`src/rtl/id_ex_stage.sv`:
```
// ID/EX pipeline register with load-use hazard detection, branch-flush bubbles
// and wrapping stall/flush event counters.
module id_ex_stage #(
  parameter int XLEN  = 64,
  parameter int CNT_W = 32
) (
  input  logic             clk,
  input  logic             reset,
  input  logic             id_valid,
  input  logic [XLEN-1:0]  id_pc,
  input  logic [4:0]       id_rs1,
  input  logic [4:0]       id_rs2,
  input  logic [4:0]       id_rd,
  input  logic [XLEN-1:0]  id_rdata1,
  input  logic [XLEN-1:0]  id_rdata2,
  input  logic [XLEN-1:0]  id_imm,
  input  logic [8:0]       id_ctrl,
  input  logic             ex_flush,
  output logic             stall,
  output logic             ex_valid,
  output logic [XLEN-1:0]  ex_pc,
  output logic [XLEN-1:0]  ex_rdata1,
  output logic [XLEN-1:0]  ex_rdata2,
  output logic [XLEN-1:0]  ex_imm,
  output logic [4:0]       ex_rs1,
  output logic [4:0]       ex_rs2,
  output logic [4:0]       ex_rd,
  output logic [8:0]       ex_ctrl,
  output logic [CNT_W-1:0] stall_count,
  output logic [CNT_W-1:0] flush_count
);

  // ctrl layout: {reg_write,mem_read,mem_write,mem_to_reg,branch,alu_src,alu_op[1:0],jump}
  localparam int CTRL_MEM_READ = 7;

  // Counters wrap modulo 2^CNT_W; no saturation.
  function automatic logic [CNT_W-1:0] wrap_inc(input logic [CNT_W-1:0] v);
    return v + {{(CNT_W-1){1'b0}}, 1'b1};
  endfunction

  logic             vld_p0;
  logic [8:0]       ctrl_p0;
  logic [XLEN-1:0]  pc_p0;
  logic [XLEN-1:0]  rdata1_p0;
  logic [XLEN-1:0]  rdata2_p0;
  logic [XLEN-1:0]  imm_p0;
  logic [4:0]       rs1_p0;
  logic [4:0]       rs2_p0;
  logic [4:0]       rd_p0;
  logic [CNT_W-1:0] stall_cnt_p0;
  logic [CNT_W-1:0] flush_cnt_p0;

  logic hazard;
  logic rd_match;

  always_comb begin
    rd_match = (rd_p0 != 5'd0) && ((rd_p0 == id_rs1) || (rd_p0 == id_rs2));
    hazard   = id_valid && vld_p0 && ctrl_p0[CTRL_MEM_READ] && rd_match;
    stall    = hazard && !ex_flush && !reset;
  end

  // ---- ID -> EX boundary: control, valid and event counters ----
  always_ff @(posedge clk) begin
    if (reset) begin
      vld_p0       <= 1'b0;
      ctrl_p0      <= '0;
      stall_cnt_p0 <= '0;
      flush_cnt_p0 <= '0;
    end else if (ex_flush) begin
      vld_p0       <= 1'b0;
      ctrl_p0      <= '0;
      flush_cnt_p0 <= wrap_inc(flush_cnt_p0);
    end else if (hazard) begin
      // The decode instruction is held in IF/ID by stall and re-presented next cycle.
      vld_p0       <= 1'b0;
      ctrl_p0      <= '0;
      stall_cnt_p0 <= wrap_inc(stall_cnt_p0);
    end else begin
      vld_p0       <= id_valid;
      ctrl_p0      <= id_valid ? id_ctrl : 9'd0;
    end
  end

  // Data fields follow the inputs whenever not in reset; in a bubble they are don't-care.
  always_ff @(posedge clk) begin
    if (reset) begin
      pc_p0     <= '0;
      rdata1_p0 <= '0;
      rdata2_p0 <= '0;
      imm_p0    <= '0;
      rs1_p0    <= '0;
      rs2_p0    <= '0;
      rd_p0     <= '0;
    end else begin
      pc_p0     <= id_pc;
      rdata1_p0 <= id_rdata1;
      rdata2_p0 <= id_rdata2;
      imm_p0    <= id_imm;
      rs1_p0    <= id_rs1;
      rs2_p0    <= id_rs2;
      rd_p0     <= id_rd;
    end
  end

  assign ex_valid    = vld_p0;
  assign ex_ctrl     = ctrl_p0;
  assign ex_pc       = pc_p0;
  assign ex_rdata1   = rdata1_p0;
  assign ex_rdata2   = rdata2_p0;
  assign ex_imm      = imm_p0;
  assign ex_rs1      = rs1_p0;
  assign ex_rs2      = rs2_p0;
  assign ex_rd       = rd_p0;
  assign stall_count = stall_cnt_p0;
  assign flush_count = flush_cnt_p0;

endmodule
```
`config.mk`:
```
export PLATFORM = sky130hd
export DESIGN_NAME = id_ex_stage
export DESIGN_NICKNAME = d
export VERILOG_FILES = /design/src/rtl/id_ex_stage.sv
export SDC_FILE = /design/constraint.sdc
export NUM_CORES = 1
export LEC_CHECK = 0
export CORE_AREA = 10 10 238 240
export DETAILED_ROUTE_END_ITERATION = 10
export DIE_AREA = 0 0 248 250
export PLACE_DENSITY = 0.59
export SYNTH_ARGS = -nofsm -noshare
export SYNTH_HDL_FRONTEND = slang
export SYNTH_SLANG_ARGS = --single-unit
```
`constraint.sdc`:
```
create_clock -name clk -period 1.91 [get_ports clk]
set_clock_uncertainty 0.1 [all_clocks]
set_input_delay 0.382 -clock clk [delete_from_list [all_inputs] [get_ports clk]]
set_output_delay 0.382 -clock clk [all_outputs]
set_load 0.05 [all_outputs]
```
==> results of run 1 <==
## area by class of cell
type                            count  area share [%]
Antenna cell                        5          0.0646
Clock buffer                       62            6.23
Clock inverter                     10           0.581
Inverter                           13           0.252
Multi-Input combinational cell    570            20.1
Sequential cell                   345            36.1
Tap cell                          688            4.44
Timing Repair Buffer              699            32.2
## routing by layer
metal  GRT usage (%)  routed length (µm)
met5               0                  65
met4            4.77                1090
met3            8.33                6110
met2            28.0               26800
met1            14.7               17000
## synth_stat cells (2+ instances only)
master | count | area, µm²
nor3_2 | 3 | 30.0
nor4_1 | 3 | 18.8
ha_1 | 2 | 25.0
nor3_1 | 11 | 55.1
o21ai_0 | 13 | 65.1
or3_1 | 12 | 75.1
nand4b_1 | 3 | 26.3
nand2_1 | 18 | 67.6
nor2b_1 | 272 | 1700
nand4_1 | 17 | 106
and3_2 | 2 | 15.0
dfxtp_1 | 345 | 6910
xnor2_1 | 21 | 184
o41ai_1 | 4 | 35.0
clkbuf_1 | 35 | 131
buf_4 | 3 | 22.5
a21oi_1 | 34 | 170
and2_1 | 13 | 81.3
inv_1 | 13 | 48.8
buf_6 | 4 | 45.0
nand3_1 | 21 | 105
and4_1 | 11 | 96.3
xor2_1 | 17 | 149
and3_1 | 9 | 56.3
nor2_1 | 33 | 124
o31ai_1 | 16 | 120
nand4bb_1 | 2 | 22.5
buf_2 | 6 | 30.0
or4_1 | 16 | 120
nor4_2 | 2 | 25.0
and3b_1 | 2 | 17.5
## power groups by stage
stage	Sequential [mW]	Combinational, mW	Clock, mW
6_report	7.62	2.82	7.69
5_1_grt	7.64	2.95	8.21
3_3_place_gp	7.76	2.77	0
2_1_floorplan	8.86	0.349	0
4_1_cts	7.62	2.81	7.94
3_5_place_dp	7.77	2.78	0
## stage by stage
| step | TNS [ns] | power (mW) | area, µm² | worst slack, ns | std cells |
|---|---|---|---|---|---|
| floorplan | -0.226 | 9.21 | 11000 | -0.226 | 978 |
| detailed placement | -28.06 | 10.5 | 17600 | -0.539 | 2300 |
| CTS | -3.15 | 18.4 | 19000 | -0.504 | 2376 |
| global placement | -26.40 | 10.5 | 17600 | -0.571 | 2300 |
| global route | -7.66 | 18.8 | 19400 | -0.592 | 2391 |
| finish | -4.39 | 18.1 | 19400 | -0.480 | 2392 |
## worst max-delay path: cells and delay by family, from the launching register on
family	cells	cell delay, ns
compound gates	1	0.13
xor+xnor	1	0.16
buf+inv	2	0.33
flops	1	0.38
simple gates	2	0.38
## flip-flops by register name (all words and copies together), names as in the netlist
name,flops
ex_pc,64
ex_ctrl,9
ex_rs1,5
ex_rs2,5
ex_rdata2,64
ex_rdata1,64
ex_valid,1
stall_count,32
flush_count,32
ex_imm,64
ex_rd,5
## final timing paths
path,start,end,cells past startpoint
max,ex_rd[2],stall,6
min,reset,stall_count[22],2
max reg2reg,ex_rd[2],stall_count[14],7
min reg2reg,stall_count[11],stall_count[11],2
## what timing repair did
item | in CTS | in global routing
pin swaps | 14 | 41
setup endpoints to repair | 30 | 43
cloned | 1 | 5
gates resized for setup | 13 | 52
buffers inserted | 3 | 7
## logic make-up after synthesis
logic type	Yosys count	synth area share, %
and+or+nand+nor	453	25.6
adders and majority gates	2	0.231
DFF	345	63.7
muxes	2	0.196
AOI/OAI and AO/OA	75	4.51
buffers and inverters	63	2.68
xor gates and xnor gates	38	3.07
==> results.md, run 1 <==
- Outcome: complete, but fails checks
- Failing checks: negative setup slack
- Slew @ Worst Pin: around 0.5 ns
- Seq pwr share: between 40% and 50%
- Final slew viol count: 0
- Slew headroom: 66.7%
- Pleak: between 7 and 8 nW
- Multi-input gate area: 3900 µm²
- Crit path cell chain: xor2_1 -> nor3_2 -> a22oi_2 -> buf_12 -> nor3_4 -> buf_6
- Clk Latency, worst-skew pair: about 0.54 ns
- Total congestion overflow: 0
- Routability cong.: just over 0.8
- Dpl hpwl: between 40 and 50 mm
- Synth warn: 0
- Post-synth EDFFs: 0
- Nets: between 1,500 and 2,000
- Die area: roughly 62,000 µm²
- F_max: between 400 and 500 MHz
- Synthesized area per cell: approximately 11 µm²
- Die Ht: between 200 and 300 µm
- Yosys cell types: 46
- Worst Slack Setup Final: -0.480 ns
- Fin Hold WS: 0.0593 ns
- TritonCTS clock tree: built
- Max-cap violation count: 0
- Worst-path clk slew: around 0.06 ns
- Switching Power: approximately 4.9 mW
- Initial Utilization: about a fifth
- Hold-fix buffers, CTS: 0
- Final setup vio count: 39
- Crit Path Max Fanout: 4
- Clock Tree Root: clkbuf_16
- Total core area: 52,000 µm²
- Mapped Area: about 11,000 µm²
- Tightest Hold Check Type: in2reg
- Routed WL per cell: between 20 and 25 µm
- Wirelength, routed: 51.0 mm
- Number of DRC markers in iteration 0: a little over 400
- Inserted Clock Buffers: 40
- Largest net degree at the start of global routing: 116
- Setup crit end kind: primary output
- Vias in the first global route: 10,095
- Port Buffer Count: approximately 630
- CP startpoint kind: flip-flop
- Most used flip-flop cell after synthesis: dfxtp_1
- #FFs+latches synth: between 300 and 400
- Post-layout util: 37.2%
- Arr. time, crit path: between 1.5 and 2 ns
- Sw Ratio: 26.8%
- Final hold violation count: 0
- Routed Antenna Nets: 0
- Die X: between 200 and 250 µm
- Pre-antenna DRT Iters: 4
- Initial antenna violation count: 24
- Synth Instances: 978
- Sequential area share after synthesis: a little under two thirds
- Final period utilization: 125%
- DRC: 0
- Slowest-stage cell, CP: dfxtp_4
- Filler cells: between 5,000 and 6,000
- Most common cell after layout, fill and taps aside: buf_4
- Syn_nets: 1,264
- Unrepaired setup endpoints after global routing: true
- Clock Path Buffers: 3
- Rows: 84
- Reg2reg setup slack: -0.17 ns
- Final min period: roughly 2.4 ns
- FFs w/ async S/R, synth: 0%
- Htree depth: 2
- PwrDens: 936 nW/µm²
- Clk pwr share: a little over two fifths
- Leading cell types in the layout, fill and taps excluded: buf_4, dfxtp_1, clkdlybuf4s50_1
- First-pass GRT wire length: ~70 mm
- FF/Latch Area: 7000 µm²
- Layout area overhead: 78.8%
- WP data required: around 1.4 ns
- Clock sinks: about 350
- Vias after detailed routing: around 9,600
- Crit path kind: reg2out
- I/O pins: 630
- Share of cells above drive strength 1: approximately a third
- Post-DR vias/cell: around 4
- CP peak stage delay: roughly 0.38 ns
- GRT Total Usage: between 15 and 20%
- Worst VDD drop: about 660 µV
- Combinational power share: ~16%
- P_int: approximately 13 mW
No activity file was read; power rests on OpenSTA's default activity.
==> run 2: changes to the inputs <==
- SLEW_MARGIN: default -> 40
==> results of run 2 <==
Final layout, timing and power as in run 1 (identical DEF).
